### config.mk
export PLATFORM = sky130hd
export DESIGN_NAME = i2c_sensor_responder
export DESIGN_NICKNAME = d
export VERILOG_FILES = /design/src/rtl/i2c_sensor_responder.sv
export SDC_FILE = /design/constraint.sdc
export NUM_CORES = 1
export LEC_CHECK = 0
export BUFFER_PORTS_ARGS = -buffer_cell sky130_fd_sc_hd__clkbuf_2
export CAP_MARGIN = 40
export CORE_MARGIN = 2
export CORE_UTILIZATION = 45
export CTS_CLUSTER_DIAMETER = 60
export CTS_CLUSTER_SIZE = 24
export DETAILED_ROUTE_END_ITERATION = 6
export REMOVE_ABC_BUFFERS = 1
export SYNTH_ARGS = -nofsm -noshare
export SYNTH_HDL_FRONTEND = slang
export SYNTH_SLANG_ARGS = --single-unit
### constraint.sdc
create_clock -name clk -period 2.6 [get_ports clk]
set_input_delay 0.52 -clock clk [delete_from_list [all_inputs] [get_ports clk]]
set_output_delay 0.52 -clock clk [all_outputs]
set_load 0.01 [all_outputs]
### src/rtl/i2c_sensor_responder.sv
// I2C target that mirrors register writes as wr_vld/wr_addr/wr_data pulses.
// Define I2C_RESP_READBACK_EN to add the mirror memory and the read path.
module i2c_sensor_responder #(
  parameter logic [6:0] I2C_SLAVE_ADDR = 7'd16,
  parameter int         MEM_AW         = 6
) (
  input  logic        clk,
  input  logic        rst_n,
  input  logic        scl_i,
  input  logic        sda_i,
  output logic        sda_oe,
  output logic        wr_vld,
  output logic [15:0] wr_addr,
  output logic [7:0]  wr_data,
  output logic        busy
);

`ifdef I2C_RESP_READBACK_EN
  typedef enum logic [3:0] {
    IDLE, DEV_ADDR, DEV_ACK, REG_HI, REG_HI_ACK, REG_LO, REG_LO_ACK,
    WR_DATA, WR_ACK, RD_DATA, RD_ACK
  } state_t;
  localparam bit READ_OK = 1'b1;
`else
  typedef enum logic [3:0] {
    IDLE, DEV_ADDR, DEV_ACK, REG_HI, REG_HI_ACK, REG_LO, REG_LO_ACK,
    WR_DATA, WR_ACK
  } state_t;
  localparam bit READ_OK = 1'b0;
`endif

  state_t      state;
  logic        scl_p0, scl_p1, scl_p2;
  logic        sda_p0, sda_p1, sda_p2;
  logic        scl_rise, scl_fall, start_det, stop_det;
  logic        rx_state, rx_done, addr_ok;
  logic [2:0]  bit_cnt;
  logic [6:0]  sreg;
  logic [7:0]  byte_in;
  logic [7:0]  reg_hi;
  logic [15:0] ptr;
  logic        ack_phase;

`ifdef I2C_RESP_READBACK_EN
  logic        rw;
  logic [7:0]  rd_sreg;
  logic [7:0]  rd_byte;
  logic [7:0]  mem [0:(1<<MEM_AW)-1];

  always_ff @(posedge clk) begin
    if (wr_vld) mem[wr_addr[MEM_AW-1:0]] <= wr_data;
  end

  assign rd_byte = mem[ptr[MEM_AW-1:0]];
`else
  // MEM_AW only sizes the mirror memory, which this build leaves out.
  logic unused_mem_aw;
  assign unused_mem_aw = ^MEM_AW;
`endif

  // Stage p0/p1: synchronizer, stage p2: edge-detect history (bus idle = 1)
  always_ff @(posedge clk) begin
    if (!rst_n) begin
      scl_p0 <= 1'b1;
      scl_p1 <= 1'b1;
      scl_p2 <= 1'b1;
      sda_p0 <= 1'b1;
      sda_p1 <= 1'b1;
      sda_p2 <= 1'b1;
    end else begin
      scl_p0 <= scl_i;
      scl_p1 <= scl_p0;
      scl_p2 <= scl_p1;
      sda_p0 <= sda_i;
      sda_p1 <= sda_p0;
      sda_p2 <= sda_p1;
    end
  end

  always_comb begin
    scl_rise  = scl_p1 & ~scl_p2;
    scl_fall  = ~scl_p1 & scl_p2;
    start_det = scl_p1 & scl_p2 & sda_p2 & ~sda_p1;
    stop_det  = scl_p1 & scl_p2 & ~sda_p2 & sda_p1;
    byte_in   = {sreg, sda_p1};
    rx_state  = (state == DEV_ADDR) || (state == REG_HI) ||
                (state == REG_LO)   || (state == WR_DATA);
    rx_done   = rx_state && scl_rise && (bit_cnt == 3'd7);
    addr_ok   = (byte_in[7:1] == I2C_SLAVE_ADDR) && (READ_OK || !byte_in[0]);
  end

  always_ff @(posedge clk) begin
    if (!rst_n) begin
      state     <= IDLE;
      sda_oe    <= 1'b0;
      wr_vld    <= 1'b0;
      wr_addr   <= 16'h0000;
      wr_data   <= 8'h00;
      busy      <= 1'b0;
      ptr       <= 16'h0000;
      bit_cnt   <= 3'd0;
      ack_phase <= 1'b0;
    end else begin
      wr_vld <= 1'b0;
      if (stop_det) begin
        state     <= IDLE;
        sda_oe    <= 1'b0;
        busy      <= 1'b0;
        ack_phase <= 1'b0;
      end else if (start_det) begin
        // Pointer is kept so a repeated START can turn into a random read.
        state     <= DEV_ADDR;
        bit_cnt   <= 3'd0;
        ack_phase <= 1'b0;
      end else begin
        case (state)
          IDLE: ;
          DEV_ADDR: begin
            if (rx_done) begin
              if (addr_ok) begin
                state <= DEV_ACK;
                busy  <= 1'b1;
`ifdef I2C_RESP_READBACK_EN
                rw    <= byte_in[0];
`endif
              end else begin
                state <= IDLE;
              end
            end
          end
          REG_HI: begin
            if (rx_done) begin
              reg_hi <= byte_in;
              state  <= REG_HI_ACK;
            end
          end
          REG_LO: begin
            if (rx_done) begin
              ptr   <= {reg_hi, byte_in};
              state <= REG_LO_ACK;
            end
          end
          WR_DATA: begin
            if (rx_done) begin
              wr_vld  <= 1'b1;
              wr_addr <= ptr;
              wr_data <= byte_in;
              ptr     <= ptr + 16'd1;
              state   <= WR_ACK;
            end
          end
          // First SCL fall after the 8th bit pulls SDA, the next one releases it.
          DEV_ACK: begin
            if (scl_fall) begin
              if (!ack_phase) begin
                sda_oe    <= 1'b1;
                ack_phase <= 1'b1;
              end else begin
                ack_phase <= 1'b0;
                bit_cnt   <= 3'd0;
`ifdef I2C_RESP_READBACK_EN
                if (rw) begin
                  state   <= RD_DATA;
                  sda_oe  <= ~rd_byte[7];
                  rd_sreg <= {rd_byte[6:0], 1'b0};
                end else begin
                  state  <= REG_HI;
                  sda_oe <= 1'b0;
                end
`else
                state  <= REG_HI;
                sda_oe <= 1'b0;
`endif
              end
            end
          end
          REG_HI_ACK, REG_LO_ACK, WR_ACK: begin
            if (scl_fall) begin
              if (!ack_phase) begin
                sda_oe    <= 1'b1;
                ack_phase <= 1'b1;
              end else begin
                sda_oe    <= 1'b0;
                ack_phase <= 1'b0;
                bit_cnt   <= 3'd0;
                state     <= (state == REG_HI_ACK) ? REG_LO : WR_DATA;
              end
            end
          end
`ifdef I2C_RESP_READBACK_EN
          RD_DATA: begin
            if (scl_fall) begin
              sda_oe  <= ~rd_sreg[7];
              rd_sreg <= {rd_sreg[6:0], 1'b0};
            end
            if (scl_rise) begin
              bit_cnt <= bit_cnt + 3'd1;
              if (bit_cnt == 3'd7) state <= RD_ACK;
            end
          end
          RD_ACK: begin
            if (scl_fall && !ack_phase) begin
              sda_oe    <= 1'b0;
              ack_phase <= 1'b1;
            end else if (scl_rise && ack_phase) begin
              if (sda_p1) begin
                state     <= IDLE;
                ack_phase <= 1'b0;
              end else begin
                ptr <= ptr + 16'd1;
              end
            end else if (scl_fall && ack_phase) begin
              // Pointer already advanced on the initiator's ACK.
              state     <= RD_DATA;
              ack_phase <= 1'b0;
              bit_cnt   <= 3'd0;
              sda_oe    <= ~rd_byte[7];
              rd_sreg   <= {rd_byte[6:0], 1'b0};
            end
          end
`endif
          default: state <= IDLE;
        endcase
        if (rx_state && scl_rise) begin
          sreg    <= byte_in[6:0];
          bit_cnt <= bit_cnt + 3'd1;
        end
        if (rx_state && scl_fall) sda_oe <= 1'b0;
      end
    end
  end

endmodule

==> reports/qor.yml <==
numPortBuffers: 30
ant_nets: 0
postCtsSetupRepairBufs: 0
die_w_microns: 89.3
detail_route.drc_violations: 0
synth_mux_area_frac: 0.0126
timing.final.crit_share: 0.810
grt_pass1_vias: 2496
min_path_cells: 2
synth_area_leaders: "dfxtp_1 35%, edfxtp_1 14%, nand2_1 7.1%, a21oi_1 5.5%, buf_2 2.3%"
synth_top_area_cell: "dfxtp_1"
antenna_found_initial: 0
area_growth_pct: 11.9
cts.path.max_buffers: 2
rows: 31
core_sq_mm: 0.00714
reg2reg_from: "bit_cnt[1]$_SDFFE_PN0P_"
ys_seq_area_frac: 0.486
synth_cell_types: 68
first_pass_iters: 5
dieArea_sq_mm: 0.00798
drt_iter0_markers: 138
hold_viol_final: 0
syn_area_sq_mm: 0.00328
synth_top_family_by_area: "simple AND/OR/NAND/NOR gates"
grt_use_total: 0.197
gp_congestion: 0.839
critPathRequiredTime_ns: 2.85
final.min_clock_period_ns: 2.10
cap_violations: 0
hold_path.class: "input pin to register"
synth-adder-area-share: 0.0115
synthArstFlopShare: 0
synth-xor-area-share: 0.00535
grt.overflow.total: 0
ys.flop_type: "dfxtp_1"
drt_wl_total_mm: 7.21
setup-tns-final_ns: 0
dp.final_hpwl_mm: 4.88
avgSynthCellArea_sq_um: 9.25
clock-root-buffer: "clkbuf_8"
fin_ws_ns: 0.495
drive_gt1_frac: 0.182
power.leakage_nw: 1.34
grt_pass1_wl_mm: 12.1
htree_levels: 3
synth-simple-area-share: 0.257
cp_max_fo: 16
synth_edf_count: 15
ir_drop_mv: 0.378
maxSlewHeadroom: 0.452
status: "finished clean"
p_total_w: 0.00198
dpl_cell_area_sq_mm: 0.00349
syn-instance-count: 354
yosysWarnings: 0
worst-r2r-setup-slack_ns: 0.50
post_cts_resized: 0
n_fill_cell: 711
vias: 2702
hold_buffers: 0
die_h_microns: 89.3
post-place-ws_ns: 0.547
final_area_sq_mm: 0.00366
worst_pin_slew_ns: 0.821
worstSetupPathType: "register to register"
fin_skew_ns: 0.00418
ff2ff_path_depth: 7
finalSetupViolations: 0
critPathCapture: "ptr[9]$_SDFFE_PN0P_"
grt_max_degree: 34
cts_tree: "built"
r2r-end: "ptr[9]$_SDFFE_PN0P_"
antenna_cells: 0
max_freq_mhz: 475
nets: 387
synth-compound-area-share: 0.182
wl_per_cell_microns: 14.9
numCtsBuffers: 9
synth_top_area_share: 0.348
cp.arrival_ns: 2.36
clock_sinks: 72
cellPowerDensity_mw_per_mm2: 540
start_util: 0.459
via_per_inst: 5.58
ys_ff_latch: 72
grt_setup_unrepaired: "false"
ios: 31
slew_violations: 0
crit_path_end_kind: "register"
startpoint: "bit_cnt[1]$_SDFFE_PN0P_"
insertion_delay_ns: 0.35
startpoint_type: "register"
cts.clk_slew.worst_paths_ns: 0.07
==> cells in the mapped netlist, drive strengths merged (5+ instances only) <==
cell	number
and2	6
nor4	7
nor2	14
nor3	10
nand2	62
o21ai	15
clkbuf	5
o31ai	7
a31oi	5
dfxtp	57
edfxtp	15
nand3	10
a21oi	36
and4	5
nand4	5
inv	7
nand2b	9
buf	18
==> cells by family after synthesis <==
kind of cell    count (synthesis)
compound gates                 92
xor+xnor                        2
fa+ha+maj                       3
buf+inv                        31
flops                          72
mux                             4
simple gates                  150
==> registers in the layout, summed over array words and instances (netlist names) <==
signal / flops
ptr: 16
wr_addr: 16
reg_hi: 8
wr_data: 8
sreg: 7
state: 4
bit_cnt: 3
ack_phase: 1
busy: 1
scl_p0: 1
scl_p1: 1
scl_p2: 1
sda_oe: 1
sda_p0: 1
sda_p1: 1
sda_p2: 1
wr_vld: 1
==> power breakdown <==
| part | internal (W) | leakage [nW] | switching (W) | total [W] |
|---|---|---|---|---|
| Combinational | 0.0000156 | 0.652 | 0.0000272 | 0.0000428 |
| Clock | 0.000371 | 0.0896 | 0.000415 | 0.000787 |
| Sequential | 0.00114 | 0.595 | 0.00000870 | 0.00115 |
==> worst min-delay path by stage <==
| stage | startpoint | endpoint | slack [ns] |
|---|---|---|---|
| floorplan | scl_p0$_SDFF_PN1_ | scl_p1$_SDFF_PN1_ | 0.39 |
| global placement | sda_p0$_SDFF_PN1_ | sda_p1$_SDFF_PN1_ | 0.39 |
| detailed placement | scl_p0$_SDFF_PN1_ | scl_p1$_SDFF_PN1_ | 0.39 |
| CTS | scl_i | scl_p0$_SDFF_PN1_ | 0.34 |
| global route | scl_i | scl_p0$_SDFF_PN1_ | 0.34 |
| finish | scl_i | scl_p0$_SDFF_PN1_ | 0.35 |
==> layout by cell type, fill, tap and decap left out, types with 2 or more instances in the layout <==
| master | Yosys | layout |
|---|---|---|
| a211oi_1 | 4 | 4 |
| a21oi_1 | 36 | 36 |
| a221oi_1 | 2 | 2 |
| a22o_1 | 2 | 2 |
| a31oi_1 | 4 | 4 |
| and2_1 | 6 | 6 |
| and3_1 | 2 | 2 |
| and3b_1 | 2 | 2 |
| and4_1 | 5 | 5 |
| buf_4 | 1 | 8 |
| clkbuf_2 | 2 | 30 |
| clkbuf_8 | 0 | 10 |
| clkinv_2 | 0 | 2 |
| dfxtp_1 | 57 | 57 |
| edfxtp_1 | 15 | 15 |
| ha_1 | 3 | 3 |
| inv_1 | 7 | 7 |
| mux2i_1 | 3 | 3 |
| nand2_1 | 62 | 62 |
| nand2b_1 | 9 | 9 |
| nand3_1 | 8 | 8 |
| nand3_2 | 2 | 2 |
| nand3b_4 | 2 | 2 |
| nand4_1 | 5 | 5 |
| nor2_1 | 13 | 13 |
| nor2b_1 | 3 | 3 |
| nor3_1 | 8 | 8 |
| nor3b_1 | 2 | 2 |
| nor4_1 | 7 | 7 |
| nor4b_1 | 2 | 2 |
| o211ai_1 | 4 | 4 |
| o21ai_0 | 14 | 14 |
| o22ai_1 | 2 | 2 |
| o31a_1 | 2 | 2 |
| o31ai_1 | 7 | 7 |
==> stage by stage <==
step,std cells,utilization,hold slack [ns]
floorplan,331,-,0.386
global placement,468,0.489,0.391
detailed placement,468,0.489,0.393
CTS,484,0.513,0.339
global route,484,0.513,0.342
finish,484,0.513,0.354
==> worst max-delay path, cell delays in order, from the launching register on <==
cell and delay [ns]:
dfxtp_1 0.35, ha_1 0.15, ha_1 0.25, nand3b_4 0.16, nor2_2 0.54, buf_4 0.26
a21oi_1 0.06, a211oi_1 0.24
==> layer usage <==
layer  up-vias  GRT usage  wire (microns)
met5         -          0               0
met4         0     0.0529              64
met3         7     0.0582             390
met2        79      0.312            3460
met1      1268      0.263            3290
li1       1348          -               -
==> layout make-up <==
class / count / area [sq um] / share of cell area
flip-flops and latches: 72 / 1590 / 0.434
multi-input cells: 251 / 1540 / 0.419
repair buffers: 38 / 210 / 0.0574
clock inverters: 5 / 32.5 / 0.00888
inverters: 8 / 30.0 / 0.00819
well taps: 99 / 124 / 0.0338
clock buffers: 11 / 141 / 0.0386
No activity file was read; power rests on OpenSTA's default activity.
